===== src/rtl/ifu_pf.sv =====
// Prefetching instruction fetch unit: issues aligned fetch-block requests with up to
// DEPTH credits shared between in-flight requests and buffered blocks; drops stale data on redirect.
module ifu_pf #(
    parameter int                  PC_WIDTH = 30,
    parameter int                  FW_LOG2  = 2,
    parameter int                  DEPTH    = 4,
    parameter logic [PC_WIDTH-1:0] RESET_PC = '0
) (
    input  logic                          i_Clk,
    input  logic                          i_RstN,
    output logic                          o_FetchV,
    output logic [PC_WIDTH-FW_LOG2-1:0]   o_FetchA,
    input  logic                          i_FetchR,
    input  logic                          i_RspV,
    input  logic [(32<<FW_LOG2)-1:0]      i_RspD,
    input  logic                          i_JumpV,
    input  logic [PC_WIDTH-1:0]           i_JumpT,
    output logic                          o_InstrV,
    output logic [(32<<FW_LOG2)-1:0]      o_InstrD,
    output logic [FW_LOG2-1:0]            o_InstrSel,
    input  logic                          i_InstrR,
    output logic                          o_ProtErr
);
    localparam int BW = PC_WIDTH - FW_LOG2;
    localparam int DW = 32 << FW_LOG2;
    localparam int CW = $clog2(DEPTH + 1);
    localparam int AW = $clog2(DEPTH);

    logic [PC_WIDTH-1:0] pc_q, pc_d;
    logic [CW-1:0]       infl_q, infl_d, drop_q, drop_d, cnt_q, cnt_d;
    logic [AW-1:0]       twp_q, twp_d, trp_q, trp_d;
    logic [AW-1:0]       bwp_q, bwp_d, brp_q, brp_d;
    logic                prot_q, prot_d;

    logic [FW_LOG2-1:0]  tag_mem  [DEPTH];
    logic [DW-1:0]       bdat_mem [DEPTH];
    logic [FW_LOG2-1:0]  bsel_mem [DEPTH];

    logic                acc, rsp_ok, keep, pop;
    logic [CW:0]         used;

    assign used     = {1'b0, infl_q} + {1'b0, cnt_q};
    assign o_FetchV = i_RstN & ~i_JumpV & (used < (CW+1)'(DEPTH));
    assign o_FetchA = pc_q[PC_WIDTH-1:FW_LOG2];
    assign acc      = o_FetchV & i_FetchR;
    assign rsp_ok   = i_RspV & (infl_q != '0);
    // A response counts as live only when no stale ones remain and no redirect is flushing.
    assign keep     = rsp_ok & (drop_q == '0) & ~i_JumpV;
    assign pop      = o_InstrV & i_InstrR;

    assign o_InstrV   = (cnt_q != '0);
    assign o_InstrD   = bdat_mem[brp_q];
    assign o_InstrSel = o_InstrV ? bsel_mem[brp_q] : '0;
    assign o_ProtErr  = prot_q;

    always_comb begin
        pc_d   = pc_q;
        infl_d = infl_q;
        drop_d = drop_q;
        cnt_d  = cnt_q;
        twp_d  = twp_q;
        trp_d  = trp_q;
        bwp_d  = bwp_q;
        brp_d  = brp_q;
        prot_d = prot_q;
        if (acc) begin
            pc_d  = {pc_q[PC_WIDTH-1:FW_LOG2] + BW'(1), {FW_LOG2{1'b0}}};
            twp_d = twp_q + AW'(1);
        end
        // Stale tags stay queued across a redirect so late stale responses still retire them.
        if (rsp_ok)
            trp_d = trp_q + AW'(1);
        if (i_RspV && !rsp_ok)
            prot_d = 1'b1;
        if (i_JumpV) begin
            pc_d   = i_JumpT;
            infl_d = infl_q - CW'(rsp_ok);
            drop_d = infl_q - CW'(rsp_ok);
            cnt_d  = '0;
            bwp_d  = '0;
            brp_d  = '0;
        end else begin
            infl_d = infl_q + CW'(acc) - CW'(rsp_ok);
            if (rsp_ok && drop_q != '0)
                drop_d = drop_q - CW'(1);
            if (keep)
                bwp_d = bwp_q + AW'(1);
            if (pop)
                brp_d = brp_q + AW'(1);
            cnt_d = cnt_q + CW'(keep) - CW'(pop);
        end
    end

    always_ff @(posedge i_Clk or negedge i_RstN) begin
        if (!i_RstN) begin
            pc_q   <= RESET_PC;
            infl_q <= '0;
            drop_q <= '0;
            cnt_q  <= '0;
            twp_q  <= '0;
            trp_q  <= '0;
            bwp_q  <= '0;
            brp_q  <= '0;
            prot_q <= 1'b0;
        end else begin
            pc_q   <= pc_d;
            infl_q <= infl_d;
            drop_q <= drop_d;
            cnt_q  <= cnt_d;
            twp_q  <= twp_d;
            trp_q  <= trp_d;
            bwp_q  <= bwp_d;
            brp_q  <= brp_d;
            prot_q <= prot_d;
        end
    end

    always_ff @(posedge i_Clk) begin
        if (acc)
            tag_mem[twp_q] <= pc_q[FW_LOG2-1:0];
        if (keep) begin
            bdat_mem[bwp_q] <= i_RspD;
            bsel_mem[bwp_q] <= tag_mem[trp_q];
        end
    end
endmodule


===== config.mk =====
export PLATFORM = sky130hd
export DESIGN_NAME = ifu_pf
export DESIGN_NICKNAME = d
export VERILOG_FILES = /design/src/rtl/ifu_pf.sv
export SDC_FILE = /design/constraint.sdc
export NUM_CORES = 1
export LEC_CHECK = 0
export ABC_AREA = 1
export CELL_PAD_IN_SITES_DETAIL_PLACEMENT = 1
export CELL_PAD_IN_SITES_GLOBAL_PLACEMENT = 1
export CORE_MARGIN = 2
export CORE_UTILIZATION = 40
export CTS_CLUSTER_SIZE = 40
export DETAILED_ROUTE_END_ITERATION = 16
export GPL_TIMING_DRIVEN = 0
export PLACE_DENSITY_LB_ADDON = 0.1
export SYNTH_ARGS = -nofsm -noshare
export SYNTH_HDL_FRONTEND = slang
export SYNTH_SLANG_ARGS = --single-unit

===== constraint.sdc =====
create_clock -name i_Clk -period 11.1 [get_ports i_Clk]
set_clock_uncertainty 0.15 [all_clocks]
set_input_delay 1.665 -clock i_Clk [delete_from_list [all_inputs] [get_ports i_Clk]]
set_output_delay 1.665 -clock i_Clk [all_outputs]
set_load 0.02 [all_outputs]

**Yosys cells after proc, flatten, opt, wreduce, memory -nomap -nowiden**

Memories as Yosys holds them, arrays and structs flattened.
Index checks and enable logic that the tools add are counted.

- Mux-type cells: 15
- $add $sub $neg: 12
- Order comparisons: 1
- Reduce and logical (&&, ||, !) cells: 11
- Bitwise logic cells: 8

Operator list:

| operator | count |
|---|---|
| $mux 30 | 2 |
| $add 28x1->28 const B | 1 |
| $mux 3 | 4 |
| $mux 2 | 5 |
| $reduce_bool 3->1 | 3 |
| $sub 3x1->3 | 3 |
| $add 2x1->2 const B | 4 |
| $reduce_bool 2->1 | 4 |
| $and 1x1->1 | 7 |
| $add 3x1->3 | 2 |
| $add 3x3->4 | 1 |
| $lt 4x3->1 const B | 1 |
| $mux 1 | 4 |
| $logic_not 3->1 | 1 |
| $sub 3x1->3 const B | 1 |
| $logic_and 1x1->1 | 2 |
| $logic_not 1->1 | 1 |
| $not 1->1 | 1 |

- Register bits after elaboration: 48
- Memories kept: 3
- Bits of input ports: 164
- Logic and storage cells: 59
- Output and inout bits: 161
- RAM bits: 528

Memories:

| name | depth | width | rd ports | clocked after Yosys merged registers in | wr ports | line | RTL |
|---|---|---|---|---|---|---|---|
| bdat_mem | 4 | 128 | 1 | 0 | 1 | 36 | `logic [DW-1:0] bdat_mem [DEPTH];` |
| bsel_mem | 4 | 2 | 1 | 0 | 1 | 37 | `logic [FW_LOG2-1:0] bsel_mem [DEPTH];` |
| tag_mem | 4 | 2 | 1 | 0 | 1 | 35 | `logic [FW_LOG2-1:0] tag_mem [DEPTH];` |

**Depth between registers and ports, before layout**

- Word-level depth: 7
- Depth in mapped cells: 14
- Depth with buffers taken out: 13

**Worst setup path before layout**

No wires, ideal clock.

- Kind: input to register
- From: input i_RspV
- To: memory bdat_mem[0][0] (netlist bit), enable pin
- Setup time: 621 ps
- Setup slack: 2863 ps
- Data required time: 10329 ps
- Stages on the path: 4
- Data arrival time: 7466 ps
- Path buffers: 0
- Cell sequence: nand2_1 nor3_1 nand2_1 nor2_1

- Longest elaborated chain between the ends: 5

RTL lines:

| item | line | RTL |
|---|---|---|
| from (decl) | 14 | `input logic i_RspV,` |
| $and 1x1->1 | 46 | `assign rsp_ok = i_RspV & (infl_q != '0);` |
| $and 1x1->1 (2 in series) | 48 | `assign keep = rsp_ok & (drop_q == '0) & ~i_JumpV;` |
| $mux 1 | 121 | `if (keep) begin` |
| $mux 1 (implied by the code) | 122 | `bdat_mem[bwp_q] <= i_RspD;` |
| to (decl) | 36 |  |

Every way passes these cells.

**Final worst setup path**

- From: input i_RstN
- To: output o_FetchV

- Longest elaborated chain between the ends: 2

RTL lines:

| item | line | RTL |
|---|---|---|
| from (decl) | 10 | `input logic i_RstN,` |
| $and 1x1->1 (2 in series) | 43 | `assign o_FetchV = i_RstN & ~i_JumpV & (used < (CW+1)'(DEPTH));` |
| to (decl) | 11 | `output logic o_FetchV,` |

Every way passes these cells.

==> flow_metrics.tcl <==
set metrics [dict create \
    outcome "complete, no violations" \
    cpPeakStageDelay_ns 0.64 \
    n_fill_cell 5692 \
    synth_seq_cells 576 \
    wl_per_cell_um 22.4 \
    slew_headroom_pct 42.7 \
    max_freq_mhz 189 \
    path_buf_inv 3 \
    core_um2 56500 \
    drive_gt1_share_pct 8.48 \
    drc_errors 0 \
    cts.repair.resized 0 \
    layout-area-overhead-vs-synth_pct 29.5 \
    setup_violations 0 \
    synth_edf_count 528 \
    antenna_found_initial 16 \
    io_buffers 323 \
    clock_tree.buffer_depth 3 \
    hpwl_mm 46.0 \
    synth.avg_cell_area_um2 12.8 \
    ant_nets 0 \
    period_needed_ns 5.28 \
    fp.dieH_um 243 \
    hold_violations 0 \
    ys_top_cells_by_count "edfxtp_1, nor2_1, o21ai_0" \
    clk_latency_ns 0.62 \
    yosysTopAreaCell "edfxtp_1" \
    leakage_nw 10.4 \
    worstSetupEndpointType "output pin" \
    num_vias 15610 \
    cp.arrival_ns 3.47 \
    dr.pass1.iters 5 \
    cap_violations 0 \
    vias_per_cell 5.17 \
    synth_nets 1979 \
    place_ws_ns 5.75 \
    grt_max_degree 30 \
    die_w_um 243 \
    final_net_count 2388 \
    ys_seq_area_share_pct 74.4 \
    synth_cells 1794 \
    crit_chain "buf_2 > buf_12 > nand3b_4 > nor2_4 > clkdlybuf4s50_1" \
    power-per-cell-area_nw_per_um2 218 \
    synth_area_um2 22900 \
    cts_setup_buffers 0 \
    tightest_slew_ns 0.857 \
    gp_congestion 0.805 \
    ys_async_sr_fraction_pct 8.33 \
    rsz0062_at_grt "false" \
    drt_iter0_markers 1017 \
    dieArea_um2 59300 \
    clk_pin_slew_ns 0.06 \
    netlist.area_leader.share_pct 69.1 \
    finalMaxSlewViolations 0 \
    cts_root_buf "clkbuf_16" \
    yosys-top-cells-area "edfxtp_1, o21ai_0, dfrtp_1, nor2_1, o22ai_1" \
    initial_core_util_pct 40.6 \
    grt_pass1_wl_mm 101 \
    finalCritPeriodShare_pct 47.6 \
    h-tree-depth 2 \
    num_rows 87 \
    cts_tree "yes" \
    ios 325 \
    hold_buffers 0 \
    cp_top_family "buffers and inverters" \
    yosys_warnings 0 \
    grtUsageTotal_pct 22.5 \
    cts_sinks 576 \
    hold_class "reg2reg" \
    cp-start-kind "primary input" \
    crit_slowest_cell "clkdlybuf4s50_1" \
    cts_buffers 60 \
    cp.required_ns 9.29 \
    grt_overflow 0 \
    grt_pass1_vias 16659 \
    worst_slack_ns 5.82 \
    worst-path-max-fanout 29 \
    synth_most_common_cell "edfxtp_1" \
    ys_types 30 \
    ys.flop_type "edfxtp_1" \
    wirelength_mm 67.6 \
    crit_type "in2out" \
    ir_drop_mv 0.129 \
    finish.utilization_pct 52.6 \
]
## per-stage QoR
step / hold WS [ns] / total power [W] / instances / setup TNS (ns) / instance area [um2]
after floorplan: 0.321 / 0.00354 / 1794 / 0 / 22900
after CTS: 0.343 / 0.00654 / 3008 / 0 / 29700
after detailed placement: 0.326 / 0.00445 / 2897 / 0 / 27700
final: 0.335 / 0.00647 / 3017 / 0 / 29700
after global routing: 0.373 / 0.00674 / 3016 / 0 / 29700
after global placement: 0.321 / 0.00442 / 2873 / -1502.03 / 27100
## cells in the final DEF, fill, tap and decap left out, types with 7 or more instances in the layout
cell	instances
a21oi_1	9
buf_12	19
buf_2	27
buf_4	30
bufinv_16	10
clkbuf_1	72
clkbuf_16	61
clkdlybuf4s50_1	322
clkinv_1	13
clkinv_2	7
dfrtp_1	48
diode_2	9
edfxtp_1	528
ha_1	19
inv_1	68
nand2_1	171
nand3_1	65
nor2_1	314
nor2_4	7
o21ai_0	274
o21bai_1	8
o22ai_1	130
## power breakdown
| group | switching [W] | internal [W] | total, W |
|---|---|---|---|
| Combinational | 0.00112 | 0.000704 | 0.00183 |
| Sequential | 0.0000773 | 0.00249 | 0.00257 |
| Clock | 0.000833 | 0.00124 | 0.00208 |
| Total | 0.00203 | 0.00444 | 0.00647 |
## cell families (layout without fill, tap and decap cells)
group           count (synthesis)  count (layout)  share of synthesized area [%]
simple gates                  569             569                           10.0
buf+inv                       196             654                           4.02
compound gates                421             421                           9.98
other cells                     0               9                              0
fa+ha+maj                      21              21                           1.21
xor+xnor                       11              11                          0.420
flops                         576             576                           74.4
## registers in the layout, summed over array words and instances, names as in the netlist
signal,count
tag_mem,8
cnt_q,3
bwp_q,2
twp_q,2
o_ProtErr,1
bdat_mem,512
trp_q,2
bsel_mem,8
brp_q,2
pc_q,30
infl_q,3
drop_q,3
## final timing paths
check / start / to / slack, ns / cells past startpoint
setup / recovery: i_RstN / o_FetchV / 5.82 / 5
hold / removal: o_ProtErr$_DFFE_PN0P_ / o_ProtErr$_DFFE_PN0P_ / 0.34 / 1
min in group asynchronous: i_RstN / pc_q[25]$_DFFE_PN0P_ / 0.99 / 1
setup reg to reg: infl_q[1]$_DFF_PN0_ / bdat_mem[1][72]$_DFFE_PP_ / 7.86 / 9
max in group asynchronous: i_RstN / o_ProtErr$_DFFE_PN0P_ / 9.20 / 2
hold reg to reg: o_ProtErr$_DFFE_PN0P_ / o_ProtErr$_DFFE_PN0P_ / 0.34 / 1
## per-layer routing
| metal | routed length (um) | track usage [%] | up-vias |
|---|---|---|---|
| met4 | 1660 | 6.93 | 14 |
| met2 | 33700 | 38.7 | 354 |
| li1 | - | - | 7284 |
| met3 | 3510 | 4.20 | 106 |
| met5 | 92 | 0 | - |
| met1 | 28600 | 28.8 | 7852 |
## cell type report
type                    count  area, um2  area share [%]
repair buffers            347       3750            12.6
flip-flops and latches    576      17100            57.4
plain buffers             124        641            2.16
well taps                 756        946            3.18
clock buffers              75       1590            5.35
clock inverters            36        443            1.49
multi-input cells        1022       4990            16.8
diodes                      9       22.5          0.0758
inverters                  72        280           0.943
(Power assumes the default switching activity.)
==> variant (config.mk and constraints unchanged) <==
Reset style: synchronous (`i_RstN`), changed in one clocked block.
--- a/src/rtl/ifu_pf.sv
+++ b/src/rtl/ifu_pf.sv
@@ -92,5 +92,5 @@
     end
 
-    always_ff @(posedge i_Clk or negedge i_RstN) begin
+    always_ff @(posedge i_Clk) begin
         if (!i_RstN) begin
             pc_q   <= RESET_PC;
Function: differs if i_RstN is asserted again (counterexample within 4 cycles, from zero or initial values and one cycle with i_RstN low); with i_RstN held inactive, the same outputs for 4 cycles.
==> variant against the original RTL <==
  * Critical endpoint is now o_InstrD[75]
  * Global-route usage fell by 0.079 points
  * Setup slack got worse by 0.20 ns
  * Sequential cell count increased by 4
  * Die area about the same
  * Routed wire length down 0.60%
  * Largest cell class unchanged
  * Worst hold slack lost 0.017 ns
  * Area after synthesis about the same
  * Count of clock-buffer cells in the layout decreased by 1
  * Design area fell by 0.18%
Power is not compared: it rests on default switching activity, and its combinational part moved more than twofold at a synthesized area within 25%.
==> variant: results (changes against the original RTL) <==
detailed_routing:
  wl_met3_um: 3291  # -6.2%
  wirelength_met1_um: 28010  # -2.2%
  wl_per_cell_um: 22.04  # -1.6%
  routed-wl-met2_um: 34040  # +1.1%
  drt_iter0_drc: 802  # -21%
  num_vias: 15860  # +1.6%
yosys:
  async_reset_ff_share_pct: 0  # -8.3 points
  synthCells: 1834  # +2.2%
  syn-num-nets: 2019  # +2.0%
  synth_commonest_cells: "edfxtp_1 (528), nor2_1 (332), o21ai_0 (287)"
  ys_top_cells_by_area: "edfxtp_1 (69%), o21ai_0 (6.3%), nor2_1 (5.4%)"
  ys_types: 34  # +13%
  yosysSeqAreaShare_pct: 73.67  # -0.71 points
placement:
  placed_cells: 2937  # +1.4%
  place_ws_ns: 6.032  # +0.2796 ns
  place.gp.congestion: 0.7879  # -2.2%
  hpwl_um: 45200  # -1.8%
global_routing:
  use_met1_pct: 28.64  # -0.13 points
  grtUsageMet3_pct: 3.591  # -0.61 points
  grt_pass1_wl_um: 100900  # +0.35%
  grtUsageMet2_pct: 38.99  # +0.34 points
  grt_pass1_vias: 16780  # +0.73%
  grt_max_degree: 28  # -6.7%
  grt_usage_pct: 22.37  # -0.079 points
  antenna_found_initial: 5  # -11
timing:
  worst_pin_slew_ns: 1.171  # +0.3145 ns
  holdWs_ns: 0.3182  # -0.01692 ns
final_layout:
  antenna_cells: 0  # -9
  drive_gt1_share_pct: 8.202  # -0.28 points
  final-instance-count-excl-fill: 3048  # +1.0%
  nets: 2428  # +1.7%
critical_path:
  r2r_end: "bdat_mem[0][25]$_DFFE_PP_"
  cpMaxStageDelayCell: "clkbuf_1"
  ff2ff_path_depth: 12  # +3
  worst-r2r-setup-slack_ns: 7.87  # about the same
  worstPathArrival_ns: 3.67  # +0.20 ns
  crit_fanout: 10  # -66%
  worst_path_largest_cell_delay_ns: 0.88  # +0.24 ns
  reg2reg_from: "drop_q[0]$_SDFFE_PN0P_"
  path_delay_family: "buffers and inverters"
cts:
  cts_resized: 0  # unchanged
  cts_buffers: 60  # unchanged
  path_clk_slew_ns: 0.06  # about the same
worst_hold_path:
  whs_path_depth: 2  # +1
  holdPathEnd: "o_ProtErr$_SDFFE_PN0P_"
  hold_start: "o_ProtErr$_SDFFE_PN0P_"
status:
  status: "finished clean"
## variant: how the worst max path moves through the flow
stage / slack, ns / end / from
4_1_cts: 5.49 / o_InstrD[78] / register
2_1_floorplan: 2.75 / bdat_mem[0][0]$_DFFE_PP_ / i_JumpV
6_report: 5.61 / o_InstrD[75] / register
3_5_place_dp: 6.03 / o_FetchV / i_RstN
5_1_grt: 5.39 / o_InstrD[78] / register
3_3_place_gp: -2.99 / bdat_mem[3][31]$_DFFE_PP_ / i_RspV
## variant: cell type report
type | instances | area (µm²)
repair buffers | 347 | 3774
fillers | 5744 | 26840
clock buffers | 74 | 1585
inverters | 86 | 327.8
flip-flops and latches | 580 | 16900
multi-input cells | 1041 | 5091
well taps | 756 | 945.9
plain buffers | 127 | 650.6
clock inverters | 37 | 386.6
## variant: power by group
part | switching [mW] | internal (mW)
logic | 0.366 | 0.272
clock network | 0.836 | 1.19
registers | 0.0382 | 2.48
total | 1.24 | 3.94
## variant: cells by family (layout without fill, tap and decap cells)
logic type	after synthesis	after routing	share of synthesized area, %
XOR/XNOR	10	10	0.3818
adder cells (fa/ha/maj)	21	21	1.211
AO/OA/AOI/OAI	466	466	10.99
flip-flops	580	580	73.67
buffers and inverters	213	671	4.266
AND/OR/NAND/NOR	544	544	9.487
## variant: per-stage QoR
step | utilization, % | total power, mW | TNS (ns) | area [µm²]
final | 52.49 | 5.182 | 0 | 29660
after global routing | 52.49 | 5.366 | 0 | 29660
after CTS | 52.49 | 5.242 | 0 | 29660
after detailed placement | 49.00 | 3.202 | 0 | 27690
after global placement | 47.99 | 3.190 | -1491.74 | 27110
after floorplan | - | 2.872 | 0 | 22940
